==> config.mk <==
export PLATFORM = sky130hd
export DESIGN_NAME = game_screen_ctrl_flat
export DESIGN_NICKNAME = d
export VERILOG_FILES = /design/src/rtl/game_screen_ctrl_if.sv /design/src/rtl/game_screen_ctrl.sv /design/src/flat_wrapper.sv
export SDC_FILE = /design/constraint.sdc
export NUM_CORES = 1
export LEC_CHECK = 0
export CAP_MARGIN = 20
export CORE_MARGIN = 3
export CORE_UTILIZATION = 35
export CTS_CLUSTER_DIAMETER = 60
export DETAILED_ROUTE_END_ITERATION = 6
export PLACE_DENSITY = 0.52
export SLEW_MARGIN = 30
export SYNTH_ARGS = -nofsm -noshare
export SYNTH_HDL_FRONTEND = slang
export SYNTH_SLANG_ARGS = --single-unit
==> constraint.sdc <==
create_clock -name clk -period 8.27 [get_ports clk]
set_input_delay 1.654 -clock clk [delete_from_list [all_inputs] [get_ports clk]]
set_output_delay 1.654 -clock clk [all_outputs]
set_load 0.01 [all_outputs]
==> src/rtl/game_screen_ctrl_if.sv <==
// Bundles the button, pixel index, coordinate and screen-select signals of game_screen_ctrl.
// master drives the button/pixel index; slave is the controller that answers with coordinates and events.
interface game_screen_ctrl_if;
    logic        btn_c;
    logic [12:0] pixel_index;
    logic [6:0]  x;
    logic [5:0]  y;
    logic [2:0]  screen_sel;
    logic        press_pulse;
    logic        hold_pulse;
    logic        hold_active;

    modport master (
        output btn_c, pixel_index,
        input  x, y, screen_sel, press_pulse, hold_pulse, hold_active
    );

    modport slave (
        input  btn_c, pixel_index,
        output x, y, screen_sel, press_pulse, hold_pulse, hold_active
    );
endinterface

==> src/rtl/game_screen_ctrl.sv <==
// Button debounce + PRESS/HOLD classifier stepping the screen index, plus pixel_index -> (x,y); coords 1 cycle, button 2+DEBOUNCE_CYCLES.
// No backpressure (all outputs are free-running registers). Define GAME_SCREEN_NOWRAP_EN to saturate screen_sel instead of wrapping.
module game_screen_ctrl #(
    parameter int DEBOUNCE_CYCLES = 62500,
    parameter int HOLD_CYCLES     = 6250000,
    parameter int NUM_SCREENS     = 8
) (
    input  logic               clk,
    input  logic               rst_n,
    game_screen_ctrl_if.slave  bus
);

    localparam int DW = (DEBOUNCE_CYCLES > 1) ? $clog2(DEBOUNCE_CYCLES) : 1;
    localparam int HW = (HOLD_CYCLES > 1) ? $clog2(HOLD_CYCLES) : 1;
    localparam logic [DW-1:0] DB_MAX   = DW'(DEBOUNCE_CYCLES - 1);
    localparam logic [HW-1:0] HOLD_MAX = HW'(HOLD_CYCLES - 1);
    localparam logic [2:0]    SEL_MAX  = 3'(NUM_SCREENS - 1);
    localparam logic [12:0]   COLS     = 13'd96;
    localparam logic [12:0]   NPIX     = 13'd6144;

    typedef enum logic [1:0] {
        IDLE    = 2'd0,
        PRESSED = 2'd1,
        HELD    = 2'd2
    } state_t;

    logic [1:0]    sync_q;
    logic          btn_sync;
    logic          btn_db;
    logic          btn_db_nxt;
    logic [DW-1:0] db_cnt;
    logic [DW-1:0] db_cnt_nxt;

    state_t        state;
    state_t        state_nxt;
    logic [HW-1:0] hold_cnt;
    logic [HW-1:0] hold_cnt_nxt;
    logic          press_q;
    logic          press_nxt;
    logic          hold_q;
    logic          hold_nxt;
    logic          hold_active_q;
    logic          hold_active_nxt;
    logic [2:0]    sel_q;
    logic [2:0]    sel_nxt;

    logic [12:0]   rem;
    logic [5:0]    quo;
    logic [6:0]    x_q;
    logic [6:0]    x_nxt;
    logic [5:0]    y_q;
    logic [5:0]    y_nxt;

    assign btn_sync = sync_q[1];

    // Two-flop synchroniser for the asynchronous pushbutton.
    always_ff @(posedge clk or negedge rst_n) begin
        if (!rst_n) begin
            sync_q <= 2'b00;
        end else begin
            sync_q <= {sync_q[0], bus.btn_c};
        end
    end

    always_comb begin
        btn_db_nxt = btn_db;
        db_cnt_nxt = '0;
        if (btn_sync != btn_db) begin
            if (db_cnt == DB_MAX) begin
                btn_db_nxt = ~btn_db;
            end else begin
                db_cnt_nxt = db_cnt + 1'b1;
            end
        end
    end

    always_ff @(posedge clk or negedge rst_n) begin
        if (!rst_n) begin
            btn_db <= 1'b0;
            db_cnt <= '0;
        end else begin
            btn_db <= btn_db_nxt;
            db_cnt <= db_cnt_nxt;
        end
    end

    // The classifier follows the debounced level as it is being registered, so its
    // transitions share the edge on which btn_db itself changes.
    always_comb begin
        state_nxt    = state;
        hold_cnt_nxt = hold_cnt;
        press_nxt    = 1'b0;
        hold_nxt     = 1'b0;
        case (state)
            IDLE: begin
                if (btn_db_nxt) begin
                    state_nxt    = PRESSED;
                    hold_cnt_nxt = '0;
                end
            end
            PRESSED: begin
                if (!btn_db_nxt) begin
                    press_nxt = 1'b1;
                    state_nxt = IDLE;
                end else if (hold_cnt == HOLD_MAX) begin
                    hold_nxt  = 1'b1;
                    state_nxt = HELD;
                end else begin
                    hold_cnt_nxt = hold_cnt + 1'b1;
                end
            end
            HELD: begin
                if (!btn_db_nxt) begin
                    state_nxt = IDLE;
                end
            end
            default: begin
                state_nxt = IDLE;
            end
        endcase
        hold_active_nxt = (state_nxt == HELD);
    end

    always_comb begin
        sel_nxt = sel_q;
        if (press_nxt) begin
`ifdef GAME_SCREEN_NOWRAP_EN
            if (sel_q != SEL_MAX) begin
                sel_nxt = sel_q + 3'd1;
            end
`else
            if (sel_q == SEL_MAX) begin
                sel_nxt = 3'd0;
            end else begin
                sel_nxt = sel_q + 3'd1;
            end
`endif
        end else if (hold_nxt) begin
            sel_nxt = 3'd0;
        end
    end

    always_ff @(posedge clk or negedge rst_n) begin
        if (!rst_n) begin
            state         <= IDLE;
            hold_cnt      <= '0;
            press_q       <= 1'b0;
            hold_q        <= 1'b0;
            hold_active_q <= 1'b0;
            sel_q         <= 3'd0;
        end else begin
            state         <= state_nxt;
            hold_cnt      <= hold_cnt_nxt;
            press_q       <= press_nxt;
            hold_q        <= hold_nxt;
            hold_active_q <= hold_active_nxt;
            sel_q         <= sel_nxt;
        end
    end

    // Restoring division by 96: six compare-and-subtract steps cover rows 0..63.
    always_comb begin
        rem = bus.pixel_index;
        quo = 6'd0;
        for (int i = 5; i >= 0; i--) begin
            if (rem >= (COLS << i)) begin
                rem    = rem - (COLS << i);
                quo[i] = 1'b1;
            end
        end
        if (bus.pixel_index >= NPIX) begin
            x_nxt = 7'd0;
            y_nxt = 6'd0;
        end else begin
            x_nxt = rem[6:0];
            y_nxt = quo;
        end
    end

    always_ff @(posedge clk or negedge rst_n) begin
        if (!rst_n) begin
            x_q <= 7'd0;
            y_q <= 6'd0;
        end else begin
            x_q <= x_nxt;
            y_q <= y_nxt;
        end
    end

    assign bus.x           = x_q;
    assign bus.y           = y_q;
    assign bus.screen_sel  = sel_q;
    assign bus.press_pulse = press_q;
    assign bus.hold_pulse  = hold_q;
    assign bus.hold_active = hold_active_q;

endmodule
==> src/flat_wrapper.sv <==
// flat-port wrapper written by rule: the top's interface ports become plain ports
module game_screen_ctrl_flat 
#(
    parameter int DEBOUNCE_CYCLES = 62500,
    parameter int HOLD_CYCLES     = 6250000,
    parameter int NUM_SCREENS     = 8
)
  (clk, rst_n, bus_btn_c, bus_pixel_index, bus_x, bus_y, bus_screen_sel, bus_press_pulse, bus_hold_pulse, bus_hold_active);
  game_screen_ctrl_if bus_i ();
  input  logic clk;
  input  logic rst_n;
  input wire logic [$bits(bus_i.btn_c)-1:0] bus_btn_c;
  input wire logic [$bits(bus_i.pixel_index)-1:0] bus_pixel_index;
  output wire logic [$bits(bus_i.x)-1:0] bus_x;
  output wire logic [$bits(bus_i.y)-1:0] bus_y;
  output wire logic [$bits(bus_i.screen_sel)-1:0] bus_screen_sel;
  output wire logic [$bits(bus_i.press_pulse)-1:0] bus_press_pulse;
  output wire logic [$bits(bus_i.hold_pulse)-1:0] bus_hold_pulse;
  output wire logic [$bits(bus_i.hold_active)-1:0] bus_hold_active;
  assign bus_i.btn_c = bus_btn_c;
  assign bus_i.pixel_index = bus_pixel_index;
  assign bus_x = bus_i.x;
  assign bus_y = bus_i.y;
  assign bus_screen_sel = bus_i.screen_sel;
  assign bus_press_pulse = bus_i.press_pulse;
  assign bus_hold_pulse = bus_i.hold_pulse;
  assign bus_hold_active = bus_i.hold_active;
  game_screen_ctrl #(.DEBOUNCE_CYCLES(DEBOUNCE_CYCLES), .HOLD_CYCLES(HOLD_CYCLES), .NUM_SCREENS(NUM_SCREENS)) u_core (.clk(clk), .rst_n(rst_n), .bus(bus_i));
endmodule
Word-level counts from Yosys, hierarchy flattened
Cells that the tools add are included.
{"block": "totals", "reg_bits": 63, "latch_bits": 0, "ramBits": 0, "rom_bits": 0, "input_bits": 16, "output_inout_bits": 19, "wordCells": 77, "mem_count": 0}
{"block": "op_classes", "add_sub_neg": 9, "multipliers": 0, "n_div": 0, "order_cmp": 7, "eq_ne": 10, "n_shift": 0, "muxes": 35, "n_bitwise": 1, "n_reduce_logical": 4}
{"cell": "$mux W23", "count": 3}
{"cell": "$mux W13", "count": 5}
{"cell": "$pmux W23 S2", "count": 1}
{"cell": "$mux W16", "count": 2}
{"cell": "$add A23 B1 Y23 const B", "count": 1}
{"cell": "$eq A23 B23 Y1 const B", "count": 1}
{"cell": "$add A16 B1 Y16 const B", "count": 1}
{"cell": "$eq A16 B16 Y1 const B", "count": 1}
{"cell": "$mux W7", "count": 2}
{"cell": "$ge A13 B10 Y1 const B", "count": 1}
{"cell": "$ge A13 B11 Y1 const B", "count": 1}
{"cell": "$ge A13 B12 Y1 const B", "count": 1}
{"cell": "$ge A13 B13 Y1 const B", "count": 1}
{"cell": "$ge A13 B7 Y1 const B", "count": 1}
{"cell": "$ge A13 B8 Y1 const B", "count": 1}
{"cell": "$ge A13 B9 Y1 const B", "count": 1}
{"cell": "$mux W1", "count": 13}
{"cell": "$sub A13 B10 Y13 const B", "count": 1}
{"cell": "$sub A13 B11 Y13 const B", "count": 1}
{"cell": "$sub A13 B12 Y13 const B", "count": 1}
{"cell": "$sub A13 B8 Y13 const B", "count": 1}
{"cell": "$sub A13 B9 Y13 const B", "count": 1}
{"cell": "$mux W3", "count": 3}
{"cell": "$mux W2", "count": 4}
{"cell": "14 further kinds", "count": 17}

Depth between registers and ports, before layout
{"block": "logic_depth", "word_depth": 13, "ltp_mapped": 32}

Worst setup path after synthesis
Ideal clock, no wire load.
{"block": "synth_path", "path_kind": "input -> register", "startpoint": "input bus_pixel_index[8]", "endpoint": "register u_core.x_q[6], in the netlist u_core.bus.x[6]", "arrival_time_ns": 7.593, "t_required_ns": 8.144, "setup_slack_ns": 0.551, "stages": 31, "path_buffers": 1, "path_cell_list": "buf_6 nor4_4 nand4_2 nand2_1 xnor2_1 ha_1 nor4b_1 and4_1 nor2_1 nand2_1 xor2_1 inv_1 ha_1 and3_1 or2_2 nor4_4 nor2_1 ha_1 or2_2 o32ai_4 nand3_4 nor2_2 xnor2_1 ha_1 nand2_1 nand4b_1 nor3_1 mux2_1 ha_1 a2111o_1 o311a_1"}
{"block": "synth_between", "elab_chain_len": 13}
{"item": "start: declaration", "line_no": "flat_wrapper.sv:13", "source": "input wire logic [$bits(bus_i.pixel_index)-1:0] bus_pixel_index;"}
{"item": "$sub A13 B12 Y13 or $ge A13 B12 Y1 (tied branches)", "line_no": "game_screen_ctrl.sv:167, game_screen_ctrl.sv:166"}
{"item": "$mux W13", "line_no": "game_screen_ctrl.sv:166", "source": "if (rem >= (COLS << i)) begin"}
{"item": "$sub A13 B11 Y13 or $ge A13 B11 Y1 (tied branches)", "line_no": "game_screen_ctrl.sv:167, game_screen_ctrl.sv:166"}
{"item": "$mux W13", "line_no": "game_screen_ctrl.sv:166"}
{"item": "$sub A13 B10 Y13 or $ge A13 B10 Y1 (tied branches)", "line_no": "game_screen_ctrl.sv:167, game_screen_ctrl.sv:166"}
{"item": "$mux W13", "line_no": "game_screen_ctrl.sv:166"}
{"item": "$sub A13 B9 Y13 or $ge A13 B9 Y1 (tied branches)", "line_no": "game_screen_ctrl.sv:167, game_screen_ctrl.sv:166"}
{"item": "$mux W13", "line_no": "game_screen_ctrl.sv:166"}
{"item": "$sub A13 B8 Y13 or $ge A13 B8 Y1 (tied branches)", "line_no": "game_screen_ctrl.sv:167, game_screen_ctrl.sv:166"}
{"item": "$mux W13", "line_no": "game_screen_ctrl.sv:166"}
{"item": "$ge A13 B7 Y1 or $sub A7 B7 Y7 (tied branches)", "line_no": "game_screen_ctrl.sv:166, game_screen_ctrl.sv:167"}
{"item": "$mux W7", "line_no": "game_screen_ctrl.sv:166"}
{"item": "$mux W7 (*)", "line_no": "game_screen_ctrl.sv:171", "source": "if (bus.pixel_index >= NPIX) begin"}
{"item": "named net u_core.x_nxt[6]", "line_no": "game_screen_ctrl.sv:50", "source": "logic [6:0] x_nxt;"}
{"item": "end signal: assignment", "line_no": "game_screen_ctrl.sv:185", "source": "x_q <= x_nxt;"}
{"item": "end: declaration", "line_no": "game_screen_ctrl.sv:49", "source": "logic [6:0] x_q;"}
The timed path passes the listed nets; every way through them passes the cells marked *.
A chain may end at the register's enable or synchronous reset.

Worst setup path in the final report
{"block": "layout_path", "startpoint": "input bus_pixel_index[9]", "endpoint": "register u_core.x_q[6], in the netlist u_core.bus.x[6]"}
The elaborated chain is that of the path after synthesis.

==> results.yml <==
clocking:
  ctsResizeCount: 0
  cts_setup_buffers: 0
  cts.htree.levels: 3
  cts_tree: "built"
  path_clk_slew_ns: 0.07
  cts_sinks: 63
  worstSkewPairLatency_ns: 0.33
  cts_inserted_buffers: 9
  postCtsHoldBufs: 0
  cts_buffer_depth: 2
  clockRootBuffer: "clkbuf_8"
setup_path:
  crit_family: "simple AND/OR/NAND/NOR gates"
  end_kind: "flop"
  path_class: "primary input to flop"
  cpPeakStageDelay_ns: 0.46
  slowest_stage: "clkdlybuf4s50_1"
  cp_data_arrival_time_ns: 8.00
  required_ns: 8.47
  critPathBufInv: 2
  r2r_slack_ns: 4.93
  crit_top_cell: "ha_1"
  cp_max_fo: 7
  start_kind: "primary input"
floorplan:
  dieArea_sq_mm: 0.0123
  die_y_um: 111
  die_x_um: 111
  start_util_pct: 36.6
  pin_count: 35
  fp-row-count: 37
  core_sq_mm: 0.0106
placed_design:
  finalWeightedCongestion: 0.910
  port_buffers: 34
  dpl_cell_area_sq_mm: 0.00449
  place_hpwl_mm: 6.68
layout:
  finalNetCount: 499
  final_common_cell: "nor2_1"
  syn_to_final_growth_pct: 22.2
  drive_above_1_share_pct: 13.2
  final_cell_mix: "64 x nor2_1, 63 x dfrtp_1, 39 x nand2_1"
  diodes: 0
  fin_area_sq_mm: 0.00473
sta:
  skew_ns: 0.0118
  slew_headroom_pct: 48.8
  finalCriticalPeriod_ns: 7.80
  slew_viol_final: 0
  fin_hold_ws_ns: 0.381
  setup_violations: 0
  rsz0062_at_grt: "false"
  finalHoldViolations: 0
  worstMarginPinSlew_ns: 0.768
  fin_crit_sh_pct: 94.3
  max_freq_mhz: 128
global_routing:
  met3_usage_pct: 2.51
  grt_max_degree: 64
  globalRoute.busiestLayer: "met2"
  grt_pass1_vias: 3181
  grt.total_usage_pct: 14.6
  grt_pass1_wl_mm: 15.1
  use_met1_pct: 18.7
  grt_use_met2_pct: 24.6
  antenna_found_initial: 0
  overflow: 0
logic_synthesis:
  synthFlopType: "dfrtp_1"
  synthTopCellsByArea: "dfrtp_1 41%, nor2_1 6.2%, xor2_1 5.2%"
  syn_nets: 442
  ys_seq_area_share_pct: 40.8
  ys_ff_latch: 63
  avgSynthCellArea_sq_um: 9.32
  yosysUniqueCellTypes: 73
  async_reset_ff_share_pct: 100
  syn_area_sq_mm: 0.00387
  synth_top_area_share_pct: 40.8
  yosys.area.top_type: "dfrtp_1"
  syn_inst: 415
  synth_edf_count: 0
  synth_warnings: 0
route:
  post-route-drc-count: 0
  drtPass1Iterations: 4
  via_count: 3237
  avgRoutedWirePerCell_um: 14.6
  via_per_inst: 5.29
  first_iter_violations: 179
  ant_nets: 0
  routed_wl_mm: 8.93
run:
  cap_viol_max_count: 0
power:
  p_leak_uw: 0.00203
  peakVddDrop_v: 0.0000965
  power_density_mw_per_mm2: 174
worst_hold_path:
  min_path_type: "flop to flop"
status:
  status: "finished, final reports clean"
==> worst register-to-register path, delay by kind of cell (launching register included) <==
kind                     cells  cell delay, ns
multiplexers                 1            0.22
AND/OR/NAND/NOR              7            1.94
AO/OA/AOI/OAI                1            0.28
adder cells (fa/ha/maj)      1            0.22
flip-flops                   1            0.39
XOR/XNOR                     1            0.17
==> report_power, final <==
group | internal, uW | switching [uW]
Sequential | 319 | 3.72
Clock | 175 | 108
Combinational | 97.8 | 120
==> metrics by stage <==
step	setup slack, ns	cells	total power [uW]	TNS [ns]	utilization (%)
3_5_place_dp	-0.0336	597	543	-0.0336	42.5
3_3_place_gp	0.223	597	541	0	42.5
6_report	0.474	612	824	0	44.8
5_1_grt	0.0148	612	866	0	44.8
4_1_cts	0.311	612	830	0	44.5
2_1_floorplan	0.551	415	462	0	-
==> path summary, 6_finish.rpt <==
check | startpoint | cells past startpoint | endpoint
max in group asynchronous | rst_n | 2 | u_core.hold_cnt[15]
worst max-delay path | bus_pixel_index[9] | 31 | u_core.bus.x[6]
worst max register to register | u_core.db_cnt[0] | 11 | u_core.hold_cnt[19]
worst min register to register | u_core.sync_q[0] | 0 | u_core.sync_q[1]
worst min-delay path | u_core.sync_q[0] | 0 | u_core.sync_q[1]
min in group asynchronous | rst_n | 2 | u_core.db_cnt[6]
==> logic make-up after synthesis <==
group | count (synthesis) | synth area share [%]
DFF | 63 | 40.8
AOI/OAI and AO/OA | 71 | 14.2
buffers and inverters | 20 | 2.17
xor gates and xnor gates | 37 | 8.38
and+or+nand+nor | 207 | 29.3
muxes | 6 | 1.68
adders and majority gates | 11 | 3.56
==> layout make-up <==
cell class                      count  area, sq um
Multi-Input combinational cell    332         2230
Inverter                           11         41.3
Tap cell                          136          170
Timing Repair Buffer               55          493
Sequential cell                    63         1580
Clock inverter                      4         70.1
Fill cell                        1034         5830
Clock buffer                       11          141
==> sequential cells by signal (all words and copies together) (netlist names) <==
name                    count
u_core.hold_cnt            23
u_core.db_cnt              16
u_core.bus.x                7
u_core.bus.y                6
u_core.bus.screen_sel       3
u_core.state                2
u_core.sync_q               2
u_core.btn_db               1
u_core.bus.hold_active      1
u_core.bus.hold_pulse       1
u_core.bus.press_pulse      1
==> metal layers <==
metal,part of all wire (%),vias to the layer above
met4,1.8,0
met3,3.7,12
met1,46,1536
met5,0,-
met2,48,79
li1,-,1610
==> synth_stat cells, types with 4 or more instances <==
cell type	count
a2111oi_0	4
a21oi_1	16
and2_1	8
and3_1	12
clkbuf_1	7
dfrtp_1	63
ha_1	11
inv_1	11
nand2_1	39
nand2b_1	7
nand3_1	15
nand4_1	10
nand4b_1	4
nor2_1	64
nor3_1	9
nor4_1	4
nor4b_1	4
o21ai_0	10
or2_2	5
xnor2_1	14
xor2_1	23
(Power assumes the default switching activity.)
